--- src/rtl/seq_div_restoring.sv ---
`default_nettype none
// ============================================================================
// Module   : seq_div_restoring
// Brief    : Sequential unsigned radix-2 restoring divider with valid/ready
//            operand and result handshakes, one quotient bit per cycle.
// Revision : 1.0 - initial release
// ============================================================================
module seq_div_restoring #(
    parameter int WIDTH = 8
) (
    input  logic             clk,
    input  logic             rst,
    input  logic             in_valid,
    output logic             in_ready,
    input  logic [WIDTH-1:0] dividend,
    input  logic [WIDTH-1:0] divisor,
    output logic             out_valid,
    input  logic             out_ready,
    output logic [WIDTH-1:0] quotient,
    output logic [WIDTH-1:0] remainder,
    output logic             div_by_zero
);

    localparam int CNT_W = $clog2(WIDTH + 1);

    localparam logic [1:0] c_IDLE = 2'd0;
    localparam logic [1:0] c_BUSY = 2'd1;
    localparam logic [1:0] c_DONE = 2'd2;

    localparam logic [WIDTH:0] c_ONE = {{WIDTH{1'b0}}, 1'b1};

    logic [1:0]       state_q, state_d;
    logic [WIDTH-1:0] quo_q, quo_d;
    logic [WIDTH-1:0] rem_q, rem_d;
    logic [WIDTH-1:0] dvs_q, dvs_d;
    logic [CNT_W-1:0] cnt_q, cnt_d;
    logic             dbz_q, dbz_d;

    logic [WIDTH:0]   w_s;
    logic [WIDTH:0]   w_t;
    logic             w_borrow;

    // The partial remainder's top bit is always zero between iterations
    // (R < D), so only WIDTH bits of R are stored.
    assign w_s      = {rem_q, quo_q[WIDTH-1]};
    assign w_t      = w_s + ~{1'b0, dvs_q} + c_ONE;
    assign w_borrow = w_t[WIDTH];

    always_ff @(posedge clk) begin
        if (rst) begin
            state_q <= c_IDLE;
            quo_q   <= '0;
            rem_q   <= '0;
            dvs_q   <= '0;
            cnt_q   <= '0;
            dbz_q   <= 1'b0;
        end else begin
            state_q <= state_d;
            quo_q   <= quo_d;
            rem_q   <= rem_d;
            dvs_q   <= dvs_d;
            cnt_q   <= cnt_d;
            dbz_q   <= dbz_d;
        end
    end

    always_comb begin
        state_d = state_q;
        case (state_q)
            c_IDLE:  if (in_valid) state_d = c_BUSY;
            c_BUSY:  if (dbz_q || (cnt_q == CNT_W'(1))) state_d = c_DONE;
            c_DONE:  if (out_ready) state_d = c_IDLE;
            default: state_d = c_IDLE;
        endcase
    end

    always_comb begin
        quo_d = quo_q;
        rem_d = rem_q;
        dvs_d = dvs_q;
        cnt_d = cnt_q;
        dbz_d = dbz_q;
        case (state_q)
            c_IDLE: begin
                if (in_valid) begin
                    quo_d = dividend;
                    rem_d = '0;
                    dvs_d = divisor;
                    cnt_d = CNT_W'(WIDTH);
                    dbz_d = (divisor == '0);
                end
            end
            c_BUSY: begin
                // A zero divisor spends a single BUSY cycle forming its fixed result.
                if (dbz_q) begin
                    quo_d = '1;
                    rem_d = quo_q;
                    cnt_d = '0;
                end else begin
                    quo_d = {quo_q[WIDTH-2:0], ~w_borrow};
                    rem_d = w_borrow ? w_s[WIDTH-1:0] : w_t[WIDTH-1:0];
                    cnt_d = cnt_q - CNT_W'(1);
                end
            end
            default: begin
            end
        endcase
    end

    always_comb begin
        in_ready    = (state_q == c_IDLE);
        out_valid   = (state_q == c_DONE);
        quotient    = quo_q;
        remainder   = rem_q;
        div_by_zero = dbz_q;
    end

endmodule
`default_nettype wire

--- config.mk ---
export PLATFORM = sky130hd
export DESIGN_NAME = seq_div_restoring
export DESIGN_NICKNAME = d
export VERILOG_FILES = /design/src/rtl/seq_div_restoring.sv
export SDC_FILE = /design/constraint.sdc
export NUM_CORES = 1
export LEC_CHECK = 0
export ABC_CLOCK_PERIOD_IN_PS = 5840
export CAP_MARGIN = 0
export CORE_UTILIZATION = 25
export DETAILED_ROUTE_END_ITERATION = 16
export MAX_ROUTING_LAYER = met4
export PLACE_DENSITY_LB_ADDON = 0.08
export SLEW_MARGIN = 10
export SYNTH_ARGS = -nofsm -noshare
export SYNTH_HDL_FRONTEND = slang
export SYNTH_SLANG_ARGS = --single-unit
export TNS_END_PERCENT = 5
--- constraint.sdc ---
create_clock -name clk -period 5.84 [get_ports clk]
set_input_delay 1.168 -clock clk [delete_from_list [all_inputs] [get_ports clk]]
set_output_delay 1.168 -clock clk [all_outputs]
set_load 0.02 [all_outputs]
==> results of run 1 <==
-- cell type report --
class | instances | area [µm²] | share of cell area (%)
multi-input cells | 195 | 1260 | 49.6
flip-flops and latches | 31 | 621 | 24.3
repair buffers | 39 | 388 | 15.2
well taps | 102 | 128 | 5.00
clock buffers | 7 | 96.3 | 3.78
inverters | 12 | 45.0 | 1.77
clock inverters | 1 | 7.51 | 0.294
-- cell families (layout without fill, tap and decap cells) --
kind of cell / Yosys count / after routing
compound gates: 75 / 75
buf+inv: 26 / 59
flops: 31 / 31
xor+xnor: 6 / 6
simple gates: 101 / 101
fa+ha+maj: 11 / 11
mux: 2 / 2
-- power by group through the flow --
stage / Clock [mW] / Sequential, mW / Combinational, mW
2_1_floorplan: 0 / 0.292 / 0.314
3_3_place_gp: 0 / 0.287 / 0.441
3_5_place_dp: 0 / 0.286 / 0.435
4_1_cts: 0.203 / 0.281 / 0.437
5_1_grt: 0.212 / 0.286 / 0.478
6_report: 0.195 / 0.281 / 0.431
-- layer usage --
metal | global-route usage (%) | wire length, µm | up-vias | share of wire (%)
met2 | 22.7 | 2590 | 22 | 46
met4 | 4.10 | 74 | 0 | 1.3
met5 | - | 0 | - | 0
li1 | - | - | 968 | -
met3 | 3.43 | 122 | 6 | 2.2
met1 | 18.4 | 2810 | 882 | 50
-- registers in the layout, indices dropped and copies added, names as in the netlist --
signal       cells
cnt_q            4
remainder        8
div_by_zero      1
dvs_q            8
quotient         8
state_q          2
-- tightest hold or removal path: stages (launching register included) --
cell,delay (ps)
dfxtp_1,310
nand2_1,50
a21oi_1,50
-- worst paths after layout --
kind                            slack [ps]      endpoint
worst max-delay path                  2630  remainder[7]
worst min-delay path                   460      dvs_q[7]
worst max register to register        2730  remainder[1]
worst min register to register         460      dvs_q[7]
-- placed cells by master, fill, tap and decap left out, drive strengths merged, types with 2 or more instances in the layout --
cell,count
nand2,38
clkdlybuf4s50,38
dfxtp,31
nor2,20
a21oi,17
o21ai,16
nor3,14
inv,12
a211oi,12
ha,10
nor2b,7
a311oi,7
clkbuf,7
nand2b,5
and2,4
a21boi,4
xnor2,4
nor3b,4
nand3,3
a22o,3
a2111oi,3
o21a,2
o22ai,2
a31oi,2
nor4,2
a32oi,2
xor2,2
-- stage by stage --
stage	power, mW	utilization [%]	instance area, µm²	hold slack, ps	std cells
6_report	0.907	33.0	2550	456	387
3_3_place_gp	0.728	31.7	2450	445	379
2_1_floorplan	0.606	-	2000	436	252
3_5_place_dp	0.721	31.7	2450	448	379
5_1_grt	0.975	33.0	2550	476	387
4_1_cts	0.921	33.0	2550	459	387
==> qor.txt, run 1 <==
Status - completed
IO buf count - 38
Violation count after the first detailed-route iteration - 92
Final period utilization - 55.0%
Total gr overflow - 0
Post-synth EDFFs - 0
Delay-heaviest family, CP - buffers and inverters
R2r worst-path depth - 9
CTS tree - yes
Worst Setup SP - rst
Crit-path max cell delay - 970 ps
Placer Congestion - 0.737
Layout Skew - 8.05 ps
Setup Buffers After CTS - 0
# fillers - 839
Synthesized Nets - 283
Post-synthesis area per instance - 7.92 µm²
Final WS setup - 2630 ps
H-tree Lvls - 2
Final setup violating endpoints - 0
Synth top area share - 31.1%
Final Hold Fails - 0
Largest net degree at the start of global routing - 26
Synthesis-stage register bit count - 31
DRT Pass-1 Iters - 4
Die height - 91.3 µm
Most frequent cell after synthesis - nand2_1
Final slew viol count - 0
Largest cells by area after synthesis - dfxtp_1, nand2_1, ha_1
Net switching power - 369 µW
Wire length per cell - 14.5 µm
CTS clk-pin slew, worst paths - 70 ps
CP cell instances - clkdlybuf4s50_1, nor2_1, o21ai_0, a22o_2, a31oi_1
Area grow syn2layout - 27.8%
Initial Util - 25.8%
Period minus WS final - 3210 ps
Diode count - 0
Asr flop ratio synth - 0%
# rows - 32
Bufs and invs on worst path - 1
Pwr per Cell Area - 356 mW/mm²
Gr usage total - 14.4%
CP required - 6060 ps
Clock sinks - 31
HP Class - reg2reg
Initial antenna violation count - 0
Reg2reg start - quotient[7]
Sequential share of power - 30.9%
CP Depth - 5
Routed wire length - 5600 µm
Post-synth cell types - 47
Core box area - 0.00773 mm²
Synth area leader - dfxtp_1
DPL Wire Length - 4200 µm
First-pass GRT wire length - 9110 µm
HP Start - dvs_q[7]
Pre-CTS WS - 2310 ps
NumNets Final - 315
Vias - 1,878
Ys flop type - dfxtp_1
DIE AREA - 0.00834 mm²
Adder-Cell Fraction of Synth Area - 7.27%
Worst-path fanout max - 25
Xor/xnor share of the synthesized area - 3.01%
Max Clk Rate - 311 MHz
Largest family of logic cells by synthesized area - compound AO/OA/AOI/OAI gates
Synthesis Warnings - 0
Worst VDD drop - 0.105 mV
Leakage power figure - 0.872 nW
Post-CTS Resized - 0
Max Cap Viol - 0
Worst Tran Pin Value - 1110 ps
Area of the mapped netlist - 0.00200 mm²
Combinational power share - 47.5%
Synth Area in Compound Gates - 28.0%
CP Capture Type - flip-flop
Die X - 91.3 µm
CTS buffer count - 5
Hold Crit Depth - 2
Register area share after synthesis - 31.1%
Cells after Synth - 252
Sw frac - 40.7%
Setup TNS - 0 ps
Multiplexer area fraction after synthesis - 1.07%
Slew HR - 25.8%
Clock network power share - 21.5%
Root Buffer - clkbuf_8
Vias in the first global route - 1,808
Clock Path Buffers - 2
Worst-skew pair later-pin latency - 290 ps
Simple-gate portion of the synthesized area - 24.1%
Avg Vias per Cell - 4.85
Slowest stage cell, crit path - clkdlybuf4s50_1
DRC viols - 0
CP Launch Type - primary input
Crit path DAT - 3430 ps
RSZ-0062 raised after global routing - no
Antenna viol nets, final - 0
Num ports - 39
Share of cells above drive strength 1 - 8.07%
Setup Crit Path Kind - in2reg
Post-CTS Hold Fix Bufs - 0
Pint - 538 µW
Most frequent cells after synthesis - nand2_1, dfxtp_1, nor2_1
Power figures use the tool's default switching activity.
==> run 2, diff against run 1 <==
--- a/config.mk
+++ b/config.mk
@@ -5,7 +5,7 @@
 export SDC_FILE = /design/constraint.sdc
 export NUM_CORES = 1
 export LEC_CHECK = 0
-export ABC_CLOCK_PERIOD_IN_PS = 5840
+export ABC_CLOCK_PERIOD_IN_PS = 2700
 export CAP_MARGIN = 0
 export CORE_UTILIZATION = 25
 export DETAILED_ROUTE_END_ITERATION = 16
==> constraint.sdc (replaced) <==
create_clock -name clk -period 2.7 [get_ports clk]
set_input_delay 0.54 -clock clk [delete_from_list [all_inputs] [get_ports clk]]
set_output_delay 0.54 -clock clk [all_outputs]
set_load 0.02 [all_outputs]
==> qor.txt, run 2 (same netlist as run 1, synthesis figures left out) <==
Status - completed
Area grow syn2layout - 32.3%
Setup TNS - 0 ps (unchanged)
Final slew viol count - 0 (unchanged)
Net switching power - 809 µW (+120%)
CP Capture Type - flip-flop
H-tree Lvls - 2 (unchanged)
Worst-path fanout max - 6 (-76%)
Post-CTS Resized - 0 (unchanged)
Slowest stage cell, crit path - fa_1
# fillers - 822 (-2.0%)
Wire length per cell - 14.3 µm (-1.3%)
Routed wire length - 5700 µm (+1.7%)
CP required - 2880 ps (-3180 ps)
Violation count after the first detailed-route iteration - 66 (-28%)
Pwr per Cell Area - 773 mW/mm² (+120%)
Combinational power share - 49.6% (+2.1 points)
Diode count - 0 (unchanged)
Crit-path max cell delay - 400 ps (-570 ps)
Pint - 1.23 mW (+130%)
CTS tree - yes
# rows - 32 (unchanged)
Most used cell, CP - a211oi_2
Period minus WS final - 2460 ps
Setup Buffers After CTS - 0 (unchanged)
Max Cap Viol - 0 (unchanged)
Gr usage total - 14.8% (+0.42 points)
RSZ-0062 raised after global routing - no
Antenna viol nets, final - 0 (unchanged)
Root Buffer - clkbuf_8
Die X - 91.3 µm (unchanged)
Die height - 91.3 µm (unchanged)
Leakage power figure - 0.930 nW (+6.7%)
Delay-heaviest family, CP - compound AO/OA/AOI/OAI gates
DRT Pass-1 Iters - 4 (unchanged)
Max Clk Rate - 407 MHz
CTS buffer count - 5 (unchanged)
Clock network power share - 21.0% (-0.5 points)
Layout Skew - 5.20 ps (-2.85 ps)
Total gr overflow - 0 (unchanged)
CTS clk-pin slew, worst paths - 80 ps (about the same)
Clock sinks - 31 (unchanged)
Share of cells above drive strength 1 - 11.8% (+3.7 points)
Worst VDD drop - 0.266 mV (+150%)
Clock Path Buffers - 2 (unchanged)
Slew HR - 66.6% (+41 points)
DPL Wire Length - 4410 µm (+5.1%)
Worst-skew pair later-pin latency - 290 ps (about the same)
Final period utilization - 91.0%
Initial antenna violation count - 0 (unchanged)
Core box area - 0.00773 mm² (unchanged)
IO buf count - 38 (unchanged)
DIE AREA - 0.00834 mm² (unchanged)
Final setup violating endpoints - 0 (unchanged)
HP Class - reg2reg
CP Launch Type - flip-flop
Final Hold Fails - 0 (unchanged)
DRC viols - 0 (unchanged)
First-pass GRT wire length - 9410 µm (+3.3%)
Setup Crit Path Kind - reg2reg
Bufs and invs on worst path - 2 (+1)
Avg Vias per Cell - 4.79 (-1.2%)
CP cell instances - inv_1, ha_1, fa_1, nand2b_1, a211oi_2, a211oi_2, xor2_2, buf_4, a2111oi_4, a211oi_2
Sw frac - 39.7% (-1.1 points)
Crit path DAT - 2630 ps (-800 ps)
Vias in the first global route - 1,883 (+4.1%)
Hold slack - 461 ps (+4.40 ps)
Commonest cells after routing, fill and taps aside - nand2_1, clkdlybuf4s50_1, dfxtp_1
Sequential share of power - 29.4% (-1.5 points)
Post-CTS Hold Fix Bufs - 0 (unchanged)
Initial Util - 25.8% (unchanged)
Largest net degree at the start of global routing - 22 (-15%)
NumNets Final - 327 (+3.8%)
Worst Tran Pin Value - 501 ps (-609 ps)
Vias - 1,913 (+1.9%)
Placer Congestion - 0.769 (+4.3%)
Num ports - 39 (unchanged)
[run 2: area by class of cell]
type / count / area [µm²] / area share [%]
multi-input combinational: 195 / 1260 / 47.9
clock inverter: 1 / 7.51 / 0.284
timing repair buffer: 51 / 478 / 18.1
tap: 102 / 128 / 4.83
inverter: 12 / 45.0 / 1.71
sequential: 31 / 621 / 23.5
clock buffer: 7 / 96.3 / 3.65
[run 2: worst paths after layout]
check                                     to  slack (ps)        start  cells past startpoint
worst min-delay path                dvs_q[7]         460     dvs_q[7]                      2
worst max register to register  remainder[4]         240  quotient[7]                     10
worst min register to register      dvs_q[7]         460     dvs_q[7]                      2
worst max-delay path            remainder[4]         240  quotient[7]                     10
[run 2: through the flow]
| step | cell area, µm² | total power [mW] | utilization [%] | instances | worst slack, ps |
|---|---|---|---|---|---|
| CTS | 2640 | 2.07 | 34.2 | 399 | 238 |
| global route | 2640 | 2.19 | 34.2 | 399 | 43.0 |
| detailed placement | 2540 | 1.63 | 32.8 | 391 | 242 |
| finish | 2640 | 2.04 | 34.2 | 399 | 244 |
| global placement | 2540 | 1.64 | 32.8 | 391 | 279 |
| floorplan | 2000 | 1.31 | - | 252 | 96.5 |
[run 2: worst min-delay path: stages, from the launching register on]
cell	delay (ps)
dfxtp_1	310
nand2_1	50
a21oi_1	50
[run 2: power groups by stage]
stage / Sequential [mW] / Combinational, mW / Clock, mW
floorplan: 0.632 / 0.679 / 0
global placement: 0.612 / 1.03 / 0
detailed placement: 0.612 / 1.02 / 0
finish: 0.599 / 1.01 / 0.428
CTS: 0.601 / 1.02 / 0.443
global route: 0.612 / 1.12 / 0.460
[run 2: routing by layer]
| layer | share of wire (%) | global-route usage [%] | up-vias |
|---|---|---|---|
| met5 | 0 | - | - |
| met4 | 1.1 | 4.76 | 0 |
| met3 | 3.3 | 2.43 | 5 |
| li1 | - | - | 999 |
| met1 | 50 | 19.0 | 878 |
| met2 | 46 | 23.8 | 31 |
